### config.mk
export PLATFORM = sky130hd
export DESIGN_NAME = warmboot_ctrl
export DESIGN_NICKNAME = d
export VERILOG_FILES = /design/src/rtl/warmboot_ctrl.sv
export SDC_FILE = /design/constraint.sdc
export NUM_CORES = 1
export LEC_CHECK = 0
export ABC_CLOCK_PERIOD_IN_PS = 2200
export CAP_MARGIN = 20
export CORE_ASPECT_RATIO = 1.1
export CORE_UTILIZATION = 53
export DETAILED_ROUTE_END_ITERATION = 8
export GPL_ROUTABILITY_DRIVEN = 0
export GPL_TIMING_DRIVEN = 0
export PLACE_DENSITY = 0.83
export RECOVER_POWER = 50
export SYNTH_ARGS = -nofsm -noshare
export SYNTH_HDL_FRONTEND = slang
export SYNTH_SLANG_ARGS = --single-unit
### constraint.sdc
create_clock -name i_clk -period 2.2 [get_ports i_clk]
set_input_delay 0.33 -clock i_clk [delete_from_list [all_inputs] [get_ports i_clk]]
set_output_delay 0.33 -clock i_clk [all_outputs]
set_load 0.005 [all_outputs]
### src/rtl/warmboot_ctrl.sv
// Reboot sequencer in front of SB_WARMBOOT: arbitrates DFU / long-press / CSR requests,
// then holds the USB detach, presents S1:S0 with setup margin and finally raises BOOT.
//
// state  | meaning
// IDLE   | waiting for a request, outputs low, o_image holds last target
// DETACH | USB pull-up released, counting down the detach interval
// SETUP  | S lines stable with BOOT low, counting down the setup margin
// BOOT   | BOOT high, held until reconfiguration or reset
module warmboot_ctrl #(
    parameter int DETACH_CYCLES    = 48000,
    parameter int SETUP_CYCLES     = 8,
    parameter int LONGPRESS_CYCLES = 96000000
) (
    input  logic       i_clk,
    input  logic       i_reset,
    input  logic       i_dfu_detach,
    input  logic       i_button,
    input  logic       i_sw_req,
    input  logic [1:0] i_sw_image,
    output logic       o_busy,
    output logic       o_usb_detach,
    output logic [1:0] o_image,
    output logic [1:0] o_wb_s,
    output logic       o_wb_boot
);

    localparam int MAX_CYC = (DETACH_CYCLES > SETUP_CYCLES) ? DETACH_CYCLES : SETUP_CYCLES;
    localparam int CNT_W   = (MAX_CYC > 1) ? $clog2(MAX_CYC) : 1;
    localparam int LP_W    = (LONGPRESS_CYCLES > 1) ? $clog2(LONGPRESS_CYCLES) : 1;

    localparam logic [CNT_W-1:0] DETACH_LOAD = CNT_W'(DETACH_CYCLES - 1);
    localparam logic [CNT_W-1:0] SETUP_LOAD  = CNT_W'(SETUP_CYCLES - 1);
    localparam logic [LP_W-1:0]  LP_LAST     = LP_W'(LONGPRESS_CYCLES - 1);

    typedef enum logic [1:0] {
        IDLE   = 2'd0,
        DETACH = 2'd1,
        SETUP  = 2'd2,
        BOOT   = 2'd3
    } state_t;

    state_t           state, state_nxt;
    logic [CNT_W-1:0] cnt, cnt_nxt;
    logic [1:0]       image, image_nxt;
    logic [LP_W-1:0]  lp_cnt;
    logic             lp_done;
    logic             lp_fire;
    logic             req;
    logic [1:0]       req_image;

    // Long-press: lp_done blocks repeat triggers until the button is released.
    always_ff @(posedge i_clk) begin
        if (i_reset) begin
            lp_cnt  <= '0;
            lp_done <= 1'b0;
            lp_fire <= 1'b0;
        end else if (!i_button) begin
            lp_cnt  <= '0;
            lp_done <= 1'b0;
            lp_fire <= 1'b0;
        end else begin
            if (lp_cnt != LP_LAST) begin
                lp_cnt <= lp_cnt + LP_W'(1);
            end
            lp_fire <= (lp_cnt == LP_LAST) && !lp_done;
            if (lp_cnt == LP_LAST) begin
                lp_done <= 1'b1;
            end
        end
    end

    always_comb begin
        req = i_dfu_detach || lp_fire || i_sw_req;
        if (i_dfu_detach || lp_fire) begin
            req_image = 2'd1;
        end else begin
            req_image = i_sw_image;
        end
    end

    always_ff @(posedge i_clk) begin
        if (i_reset) begin
            state <= IDLE;
            cnt   <= '0;
            image <= 2'd0;
        end else begin
            state <= state_nxt;
            cnt   <= cnt_nxt;
            image <= image_nxt;
        end
    end

    always_comb begin
        state_nxt = state;
        cnt_nxt   = cnt;
        image_nxt = image;
        case (state)
            IDLE: begin
                if (req) begin
                    state_nxt = DETACH;
                    cnt_nxt   = DETACH_LOAD;
                    image_nxt = req_image;
                end
            end
            DETACH: begin
                if (cnt == '0) begin
                    state_nxt = SETUP;
                    cnt_nxt   = SETUP_LOAD;
                end else begin
                    cnt_nxt = cnt - CNT_W'(1);
                end
            end
            SETUP: begin
                if (cnt == '0) begin
                    state_nxt = BOOT;
                end else begin
                    cnt_nxt = cnt - CNT_W'(1);
                end
            end
            BOOT: begin
                state_nxt = BOOT;
            end
            default: begin
                state_nxt = IDLE;
            end
        endcase
    end

    always_comb begin
        o_busy       = (state != IDLE);
        o_usb_detach = (state != IDLE);
        o_wb_boot    = (state == BOOT);
        o_image      = image;
        o_wb_s       = image;
    end

endmodule

After elaboration in Yosys (flattened, before gate mapping)
Index checks and enable logic that the tools add are counted.
W data, S select, Z words.
- add/sub/neg operators: 2
- eq/ne operators: 9
- mux-type cells: 9
- bitwise gates (word level): 1
- reductions and logical operators: 12
- operators by type and width (cell ; count):
    $mux W16 ; 3
    $pmux W16 S3 ; 1
    $add A27 B1 Y27 const B ; 1
    $eq A27 B27 Y1 const B ; 1
    $ne A27 B27 Y1 const B ; 1
    $logic_not A16 Y1 ; 1
    $sub A16 B1 Y16 const B ; 1
    $mux W2 ; 4
    $ne A2 B2 Y1 const B ; 4
    $pmux W2 S4 ; 1
    $reduce_and A3 Y1 ; 2
    $eq A2 B2 Y1 const B ; 2
    $reduce_bool A3 Y1 ; 1
    $eq A2 B1 Y1 const B ; 1
    $logic_not A2 Y1 ; 1
    $logic_or A1 B1 Y1 ; 2
    $reduce_and A2 Y1 ; 1
    $reduce_bool A2 Y1 ; 1
    $reduce_or A2 Y1 ; 1
    $logic_and A1 B1 Y1 ; 1
    $logic_not A1 Y1 ; 1
    $not A1 Y1 ; 1
- bits in registers: 49
- input port bits: 7
- output and inout port bits: 7
- word-level logic and storage cells: 39

Depth between registers and ports, before layout
- depth after elaboration: 4
- depth in mapped cells: 8
- depth with buffers taken out: 7

Worst setup path before layout
No wires, ideal clock.
- path type: register to register
- start point: register cnt[0]
- end point: register cnt[11]
- library setup time: 0.117 ns
- arrival: 1.790 ns
- data required time: 2.083 ns
- slack: 0.292 ns
- cell stages (with the launch flop): 9
- path buffers: 1
- period minus slack after synthesis: 1.908 ns
- cell sequence: dfxtp_1 inv_1 ha_1 nor3b_1 nand4_2 o31ai_4 buf_6 o21ai_1 a32o_1
- cells in the longest elaborated chain, start to end: 3
- RTL lines (what ; line ; source):
    start, declared ; 43 ; logic [CNT_W-1:0] cnt, cnt_nxt;
    start signal, assigned ; 88 ; cnt <= cnt_nxt;
    $sub A16 B1 Y16 or $logic_not A16 Y1 (tied branches) ; - ;
    $mux W16 (tied with other cells) ; 114 ; if (cnt == '0) begin
    $pmux W16 S3 or $reduce_and A3 Y1 (tied branches) ; - ;
Parallel ways exist; a longest one is shown, timed or not. The select of a mux whose other input is x is not followed.
A chain may end at the register's enable or synchronous reset.

Worst setup path after layout
- start point: register cnt[1]
- end point: register cnt[4]
The elaborated chain is that of the path after synthesis.

==> results_dict.tcl <==
set metrics [dict create \
    antenna_found_initial 0 \
    synth.top_cells.by_count "dfxtp_1, nor2_1, nand2_1" \
    syn_nets 334 \
    clock-sinks 49 \
    yosysWarningCount 0 \
    switching_power_mw 1.30 \
    drive_gt1_share_pct 9.62 \
    antenna_cells 0 \
    dieArea_sq_um 5250 \
    fin_tns_setup_ps 0 \
    ys_types 47 \
    power.total_mw 3.20 \
    r2r_slack_ps 100 \
    synth_edf_count 0 \
    vias_per_cell 6.12 \
    max_freq_mhz 476 \
    p_int_mw 1.90 \
    status "finished clean" \
    r2r_cells 8 \
    syn_to_final_growth_pct 12.8 \
    num_io_pins 14 \
    drtIter0Drc 180 \
    wl_per_cell_microns 14.8 \
    yosysTopAreaCell "dfxtp_1" \
    place_area_sq_um 2830 \
    final_util_pct 63.0 \
    max_cap_violations 0 \
    hold_buffers 0 \
    drt_pass1_iterations 6 \
    grt_max_degree 17 \
    cp_max_fo 5 \
    instances_no_fill 399 \
    stdcell_area_sq_um 2970 \
    placed_cells 387 \
    cp.required_ps 2400 \
    postSynth.asyncResetShare_pct 0 \
    yosysTopAreaCellShare_pct 37.3 \
    synth_seq_cells 49 \
    fin_skew_ps 13.0 \
    worst_slew_pin_slew_ps 828 \
    ant_nets 0 \
    cts_tree "yes" \
    cp-start-kind "register" \
    grt_pass1_wl_mm 10.5 \
    clkPwrFrac_pct 17.1 \
    route.detailed.drc 0 \
    r2r_end "cnt[4]$_SDFFE_PP0P_" \
    finalHoldViolCount 0 \
    cts_made_buffers 5 \
    setup_violations 0 \
    p_leak_nw 1.02 \
    combinationalPowerShare_pct 45.8 \
    synth_ff_type "dfxtp_1" \
    vdd_drop_max_mv 0.459 \
    hpwl_mm 4.15 \
    r2r_start "cnt[1]$_SDFFE_PP0P_" \
    relSlewSlack_pct 44.4 \
    arrival_ps 2300 \
    avgSynthCellArea_sq_um 8.28 \
    rsz0062_at_grt "false" \
    final.setup.worst_slack_ps 98.3 \
    startpoint "cnt[1]$_SDFFE_PP0P_" \
    die_x_microns 69.2 \
    hold_path.class "register to register" \
    slew_viol_final 0 \
    portBuffers 13 \
    crit_path_end "cnt[4]$_SDFFE_PP0P_" \
    p_per_area_nw_per_um2 1080 \
    synth.most_common_cell "dfxtp_1" \
    core_sq_um 4720 \
    htreeDepth 2 \
    start_util_pct 55.8 \
    grt_pass1_vias 2316 \
    die_h_microns 75.9 \
    pre_cts_ws_ps -208 \
    gr-total-overflow 0 \
    grt_usage_pct 24.2 \
    finalCriticalPeriod_ps 2100 \
    p_seq_share_pct 37.1 \
    nNetsFinal 358 \
    routed_wirelength_mm 5.91 \
    finalCritPeriodShare_pct 95.5 \
    syn_area_sq_um 2630 \
    clock-root-buffer "clkbuf_8" \
    rows 26 \
    synthCells 318 \
    hold_ws_ps 444 \
    path_clk_slew_ps 100 \
    cts_buffer_depth 2 \
    clock_latency_ps 310 \
    path_class "register to register" \
    yosys-top-cells-area "dfxtp_1, xnor2_1, nor2_1" \
    ys_seq_area_share_pct 37.3 \
    vias 2440 \
    swShare_pct 40.7 \
    endpoint_kind "register" \
]
-- power by group through the flow --
stage          Clock (mW)  Combinational [mW]  Sequential [mW]
6_report            0.547                1.47             1.19
5_1_grt             0.597                1.62             1.20
3_5_place_dp            0                1.38             1.19
3_3_place_gp            0                1.33             1.18
2_1_floorplan           0                1.04             1.16
4_1_cts             0.562                1.44             1.17
-- critical path: stages (launching register included) --
cell and delay (ps):
dfxtp_1 340, inv_1 110, ha_1 160, nor3b_2 190
nand4_2 190, clkbuf_1 200, o31a_1 340, a21o_1 200
a32o_1 250
-- state kept, by name, summed over array words and instances (netlist names) --
| register | flops |
|---|---|
| lp_cnt | 27 |
| cnt | 16 |
| lp_fire | 1 |
| o_image | 2 |
| lp_done | 1 |
| state | 2 |
-- worst min-delay path by stage --
stage | start | endpoint | slack, ps | depth (start not counted)
3_3_place_gp | lp_done$_SDFFE_PP0N_ | lp_fire$_SDFF_PP0_ | 420 | 1
4_1_cts | lp_done$_SDFFE_PP0N_ | lp_fire$_SDFF_PP0_ | 430 | 1
6_report | lp_done$_SDFFE_PP0N_ | lp_fire$_SDFF_PP0_ | 440 | 1
3_5_place_dp | lp_done$_SDFFE_PP0N_ | lp_fire$_SDFF_PP0_ | 420 | 1
5_1_grt | lp_done$_SDFFE_PP0N_ | lp_fire$_SDFF_PP0_ | 470 | 1
2_1_floorplan | lp_done$_SDFFE_PP0N_ | lp_fire$_SDFF_PP0_ | 400 | 1
-- what timing repair did --
| action | CTS | global route |
|---|---|---|
| hold endpoints to repair | 0 | 0 |
| buffers inserted | 3 | 1 |
| gates resized for setup | 3 | 6 |
| pin swaps | 2 | 1 |
| setup endpoints to repair | 10 | 14 |
-- layout by cell type, fill, tap and decap left out, drive strengths merged, types with 2 or more instances in the layout --
master	instances
dfxtp	49
nor2	35
nand2	21
o21ai	20
nor3	19
xnor2	16
inv	15
clkbuf	15
nand3	14
a21oi	14
a32o	10
nand4	10
buf	10
ha	9
or3	8
clkdlybuf4s50	8
o31ai	7
and3	6
a211oi	5
nor2b	5
dlygate4sd3	5
or4	4
a31oi	4
nor4	4
o41ai	3
nor3b	3
or2	3
and4bb	2
a31o	2
o21a	2
nand2b	2
a311oi	2
a21o	2
-- layout make-up --
type	instances	area, sq um
tap	56	70.1
clock buffer	5	68.8
timing repair buffer	17	156
sequential	49	983
inverter	14	52.6
multi-input combinational	239	1530
clock inverter	3	21.3
buffer	16	90.1
fill	396	1750
-- layer usage --
metal	share of wire, %	track usage [%]	vias to the layer above
li1	-	-	1211
met1	46	30.9	1155
met2	48	40.6	67
met3	4.8	4.79	7
met4	1.1	8.37	0
met5	0	0	-
-- cells by family (layout without fill, tap and decap cells) --
family / Yosys count / in the layout / share of synthesized area [%]
compound gates: 75 / 75 / 19.9
flops: 49 / 49 / 37.3
buf+inv: 30 / 55 / 5.42
fa+ha+maj: 9 / 9 / 4.28
simple gates: 139 / 139 / 27.9
xor+xnor: 16 / 16 / 5.32
No activity file was read; power rests on OpenSTA's default activity.
